[src/rtl/lc3b_types.sv]
// Shared LC-3b types: word/mask widths plus the memory port arbiter's state,
// port and request-record definitions.
package lc3b_types;

    typedef logic [15:0] lc3b_word;
    typedef logic [1:0]  lc3b_mem_wmask;

    typedef enum logic [1:0] {
        IDLE,
        GRANT_A,
        GRANT_B
    } arb_state_t;

    typedef enum logic {
        PORT_A,
        PORT_B
    } arb_port_t;

    typedef struct packed {
        logic          read;
        logic          write;
        lc3b_mem_wmask wmask;
        lc3b_word      address;
        lc3b_word      wdata;
    } mem_req_t;

    // A port raising both strobes is performing a write; its read is dropped.
    function automatic mem_req_t make_req(
        input logic          read,
        input logic          write,
        input lc3b_mem_wmask wmask,
        input lc3b_word      address,
        input lc3b_word      wdata
    );
        mem_req_t r;
        r.read    = read & ~write;
        r.write   = write;
        r.wmask   = wmask;
        r.address = address;
        r.wdata   = wdata;
        return r;
    endfunction

endpackage

[src/rtl/mem_req_latch.sv]
// Load-enabled holding register for the granted request, so the downstream
// port sees stable op/mask/address/data for the whole grant.
module mem_req_latch
    import lc3b_types::*;
(
    input  logic     clk,
    input  logic     reset_n,
    input  logic     load,
    input  mem_req_t req_d,
    output mem_req_t req_q
);

    always_ff @(posedge clk) begin
        if (!reset_n) begin
            req_q <= '0;
        end else if (load) begin
            req_q <= req_d;
        end
    end

endmodule

[src/rtl/mem_port_arbiter.sv]
// Two-port (fetch A, data B) to one downstream memory port arbiter with
// round-robin resolution of simultaneous requests.
module mem_port_arbiter
    import lc3b_types::*;
(
    input  logic          clk,
    input  logic          reset_n,

    input  logic          read_a,
    input  logic          write_a,
    input  lc3b_mem_wmask wmask_a,
    input  lc3b_word      address_a,
    input  lc3b_word      wdata_a,
    output logic          resp_a,
    output lc3b_word      rdata_a,

    input  logic          read_b,
    input  logic          write_b,
    input  lc3b_mem_wmask wmask_b,
    input  lc3b_word      address_b,
    input  lc3b_word      wdata_b,
    output logic          resp_b,
    output lc3b_word      rdata_b,

    output logic          mem_read,
    output logic          mem_write,
    output lc3b_mem_wmask mem_wmask,
    output lc3b_word      mem_address,
    output lc3b_word      mem_wdata,
    input  logic          mem_resp,
    input  lc3b_word      mem_rdata
);

    arb_state_t state, next_state;
    arb_port_t  last_winner, next_winner;
    arb_port_t  sel;
    logic       req_a, req_b;
    logic       load;
    mem_req_t   req_d, req_q;

    assign req_a = read_a | write_a;
    assign req_b = read_b | write_b;

    always_ff @(posedge clk) begin
        if (!reset_n) begin
            state       <= IDLE;
            last_winner <= PORT_A;
        end else begin
            state       <= next_state;
            last_winner <= next_winner;
        end
    end

    always_comb begin
        next_state  = state;
        next_winner = last_winner;
        sel         = PORT_A;
        load        = 1'b0;
        unique case (state)
            IDLE: begin
                // On contention the previous loser wins; solo grants leave the history alone.
                if (req_a && req_b) begin
                    if (last_winner == PORT_A) begin
                        sel = PORT_B;
                    end else begin
                        sel = PORT_A;
                    end
                    next_winner = sel;
                    load        = 1'b1;
                end else if (req_a) begin
                    sel  = PORT_A;
                    load = 1'b1;
                end else if (req_b) begin
                    sel  = PORT_B;
                    load = 1'b1;
                end
                if (load) begin
                    if (sel == PORT_A) begin
                        next_state = GRANT_A;
                    end else begin
                        next_state = GRANT_B;
                    end
                end
            end
            GRANT_A, GRANT_B: begin
                if (mem_resp) begin
                    next_state = IDLE;
                end
            end
            default: next_state = IDLE;
        endcase
    end

    always_comb begin
        if (sel == PORT_A) begin
            req_d = make_req(read_a, write_a, wmask_a, address_a, wdata_a);
        end else begin
            req_d = make_req(read_b, write_b, wmask_b, address_b, wdata_b);
        end
    end

    mem_req_latch u_req_latch (
        .clk     (clk),
        .reset_n (reset_n),
        .load    (load),
        .req_d   (req_d),
        .req_q   (req_q)
    );

    // Strobes only while granted; the latched fields persist into IDLE harmlessly.
    assign mem_read    = req_q.read  & (state != IDLE);
    assign mem_write   = req_q.write & (state != IDLE);
    assign mem_wmask   = req_q.wmask;
    assign mem_address = req_q.address;
    assign mem_wdata   = req_q.wdata;

    assign resp_a  = mem_resp & (state == GRANT_A);
    assign resp_b  = mem_resp & (state == GRANT_B);
    assign rdata_a = mem_rdata;
    assign rdata_b = mem_rdata;

endmodule

[config.mk]
export PLATFORM = sky130hd
export DESIGN_NAME = mem_port_arbiter
export DESIGN_NICKNAME = d
export VERILOG_FILES = /design/src/rtl/lc3b_types.sv /design/src/rtl/mem_req_latch.sv /design/src/rtl/mem_port_arbiter.sv
export SDC_FILE = /design/constraint.sdc
export NUM_CORES = 1
export LEC_CHECK = 0
export CAP_MARGIN = 30
export CORE_UTILIZATION = 36
export DETAILED_ROUTE_END_ITERATION = 16
export PLACE_DENSITY = 0.82
export SYNTH_ARGS = -nofsm -noshare
export SYNTH_HDL_FRONTEND = slang
export SYNTH_HIERARCHICAL = 1
export SYNTH_SLANG_ARGS = --single-unit
[constraint.sdc]
create_clock -name clk -period 1.91 [get_ports clk]
set_clock_uncertainty 0.15 [all_clocks]
set_input_delay 0.382 -clock clk [delete_from_list [all_inputs] [get_ports clk]]
set_output_delay 0.382 -clock clk [all_outputs]
set_load 0.02 [all_outputs]
==> results.json <==
{
  "dp_hpwl_um": 3980,
  "port_buffers": 112,
  "synthesis.nets": 311,
  "placed_area_sq_um": 3370,
  "synth_area_sq_um": 2350,
  "hold_class": "reg2reg",
  "max_stage_delay_ns": 0.34,
  "synth_seq_cells": 39,
  "fill_cells": 584,
  "worstPathCellList": "inv_2 > ha_4 > buf_6 > nand3_4 > buf_12 > mux2_2 > mux2i_1 > nor2b_1",
  "ys_seq_area_share_pct": 33.2,
  "antenna_found_initial": 0,
  "rsz0062_at_grt": "yes",
  "cpMaxStageDelayCell": "dfxtp_2",
  "worst_pin_slew_ns": 0.379,
  "outcome": "completed",
  "synth-edff-count": 0,
  "synthFlopType": "dfxtp_1",
  "cts-buffers-inserted": 5,
  "cts.clk_slew.worst_paths_ns": 0.08,
  "reg2reg_slack_ns": 0.08,
  "relSlewSlack_pct": 74.6,
  "coreArea_sq_um": 6310,
  "dieArea_sq_um": 6850,
  "setup_ws_ns": 0.0826,
  "maxCapViolations": 0,
  "post-route-period-util_pct": 95.7,
  "ios": 161,
  "die_width_um": 82.8,
  "power_leakage_nw": 1.57,
  "drive_gt1_share_pct": 25.0,
  "place.gp.congestion": 0.680,
  "drc": 0,
  "clockBufferDepth": 2,
  "grt_pass1_wl_um": 7740,
  "start_util_pct": 37.2,
  "ant_nets": 0,
  "cts_sinks": 39,
  "cts_tree": "done",
  "syn_avg_cell_area_sq_um": 10.8,
  "multi_input_area_sq_um": 1220,
  "vias_per_cell": 4.68,
  "synthArstFlopShare_pct": 0,
  "areaGrowthSynthToFinish_pct": 52.7,
  "drv_slew": 0,
  "num_rows": 29,
  "timing_worst_setup_path_type": "reg2reg",
  "cts_max_level": 2,
  "drt_iter0_drc": 34,
  "cts-root-buf": "clkbuf_8",
  "diodes": 0,
  "die_h_um": 82.8,
  "end_kind": "flop",
  "final-setup-viol-count": 0,
  "num_vias": 1841,
  "max-vdd-ir-drop_uv": 529,
  "crit_fanout": 6,
  "layout.nets": 410,
  "track_usage_pct": 15.2,
  "yosys.area.top_type": "dfxtp_1",
  "ys.warnings.count": 6,
  "ctsHoldBuffers": 0,
  "synth_cell_type_count": 27,
  "power-per-cell-area_nw_per_um2": 1150,
  "fin_crit_ns": 1.83,
  "design_area_sq_um": 3590,
  "yosys-top-cells-area": "dfxtp_1 (33%), mux2_2 (17%), mux2i_1 (16%), nor2b_1 (10%), buf_4 (10%)",
  "overflow": 0,
  "first_pass_iters": 4,
  "grt_max_degree": 23,
  "clock_latency_ns": 0.29,
  "finalHoldViolCount": 0,
  "grt_pass1_vias": 1681,
  "register_area_sq_um": 783,
  "pre_cts_slack_ns": -0.414,
  "arrival_ns": 1.85,
  "wl_per_cell_um": 14.2,
  "cp-start-kind": "flop",
  "fmax_mhz": 547,
  "synth_cells": 217,
  "synth.top_cell.area_share_pct": 33.2,
  "worstPathRequired_ns": 1.93,
  "wirelength_um": 5590
}
-- routing by layer --
layer | global-route usage (%) | vias to the layer above | wire, um
li1 | - | 906 | -
met1 | 17.9 | 857 | 2320
met2 | 26.1 | 72 | 2690
met3 | 4.81 | 6 | 517
met4 | 4.66 | 0 | 57
met5 | 0 | - | 0
-- path summary, 6_finish.rpt --
path,from,depth (start not counted),to
worst max-delay path,state[1],8,u_req_latch/req_q[0]
worst min-delay path,u_req_latch/req_q[21],2,u_req_latch/req_q[21]
worst max register to register,state[1],8,u_req_latch/req_q[0]
worst min register to register,u_req_latch/req_q[21],2,u_req_latch/req_q[21]
-- layout make-up --
| class | count | share of cell area, % |
|---|---|---|
| clock buffers | 6 | 2.30 |
| repair buffers | 134 | 38.5 |
| multi-input cells | 132 | 34.1 |
| flip-flops and latches | 39 | 21.8 |
| inverters | 4 | 0.419 |
| well taps | 77 | 2.69 |
| clock inverters | 1 | 0.140 |
-- registers in the layout, summed over array words and instances, names as in the netlist --
signal	flops
u_req_latch/req_q	36
state	2
last_winner	1
-- cells in the mapped netlist, drive strengths merged, types with 2 or more instances --
master	n
nor2	2
dfxtp	39
buf	37
clkbuf	5
nor2b	39
mux2i	37
ha	3
mux2	35
nand3	2
and2	2
inv	4
-- per-stage QoR --
step	TNS, ns	hold WS, ns	total power [mW]	cells	util (%)
finish	0	0.372	4.13	393	56.8
CTS	-0.0271	0.377	4.02	388	55.4
global placement	-11.93	0.345	3.30	380	53.4
detailed placement	-13.04	0.356	3.35	380	53.4
global route	-0.00665	0.393	4.39	393	56.8
floorplan	0	0.324	2.71	217	-
-- kinds of logic (layout without fill, tap and decap cells) --
| logic type | count (synthesis) | after routing | share of synthesized area [%] |
|---|---|---|---|
| multiplexers | 72 | 72 | 32.5 |
| AND/OR/NAND/NOR | 50 | 50 | 13.7 |
| buffers and inverters | 46 | 145 | 16.0 |
| flip-flops | 39 | 39 | 33.2 |
| AO/OA/AOI/OAI | 6 | 6 | 2.56 |
| adder cells (fa/ha/maj) | 3 | 3 | 1.60 |
| XOR/XNOR | 1 | 1 | 0.373 |
-- power breakdown --
group          internal (mW)  leakage [nW]  switching (mW)
Sequential              1.04         0.324           0.113
Clock                  0.283        0.0470           0.280
Combinational           1.38          1.20            1.03
-- placed cells by master (no fill, tap or decap), types with 2 or more instances in the layout --
| cell | count |
|---|---|
| clkbuf_8 | 6 |
| mux2i_1 | 37 |
| clkdlybuf4s50_1 | 104 |
| mux2_2 | 33 |
| mux2_4 | 2 |
| buf_12 | 3 |
| and2_1 | 2 |
| inv_2 | 2 |
| buf_6 | 2 |
| dfxtp_2 | 2 |
| clkbuf_16 | 2 |
| clkbuf_2 | 3 |
| nor2b_1 | 39 |
| ha_1 | 2 |
| buf_4 | 14 |
| dfxtp_1 | 37 |
| dlymetal6s2s_1 | 4 |
| inv_1 | 2 |
-- worst max-delay path, delay by kind of cell (launching register included) --
kind                     cells  cell delay [ns]
AND/OR/NAND/NOR              2             0.23
adder cells (fa/ha/maj)      1             0.16
flip-flops                   1             0.34
multiplexers                 2             0.51
buffers and inverters        3             0.32
-- what timing repair did --
action | CTS | global route
pin swaps | 1 | 3
buffers inserted | 0 | 2
resized for setup | 12 | 15
endpoints found under the setup margin | 39 | 36
gates cloned | 1 | 3
hold endpoints to repair | 0 | 0
No activity file was read; power rests on OpenSTA's default activity.
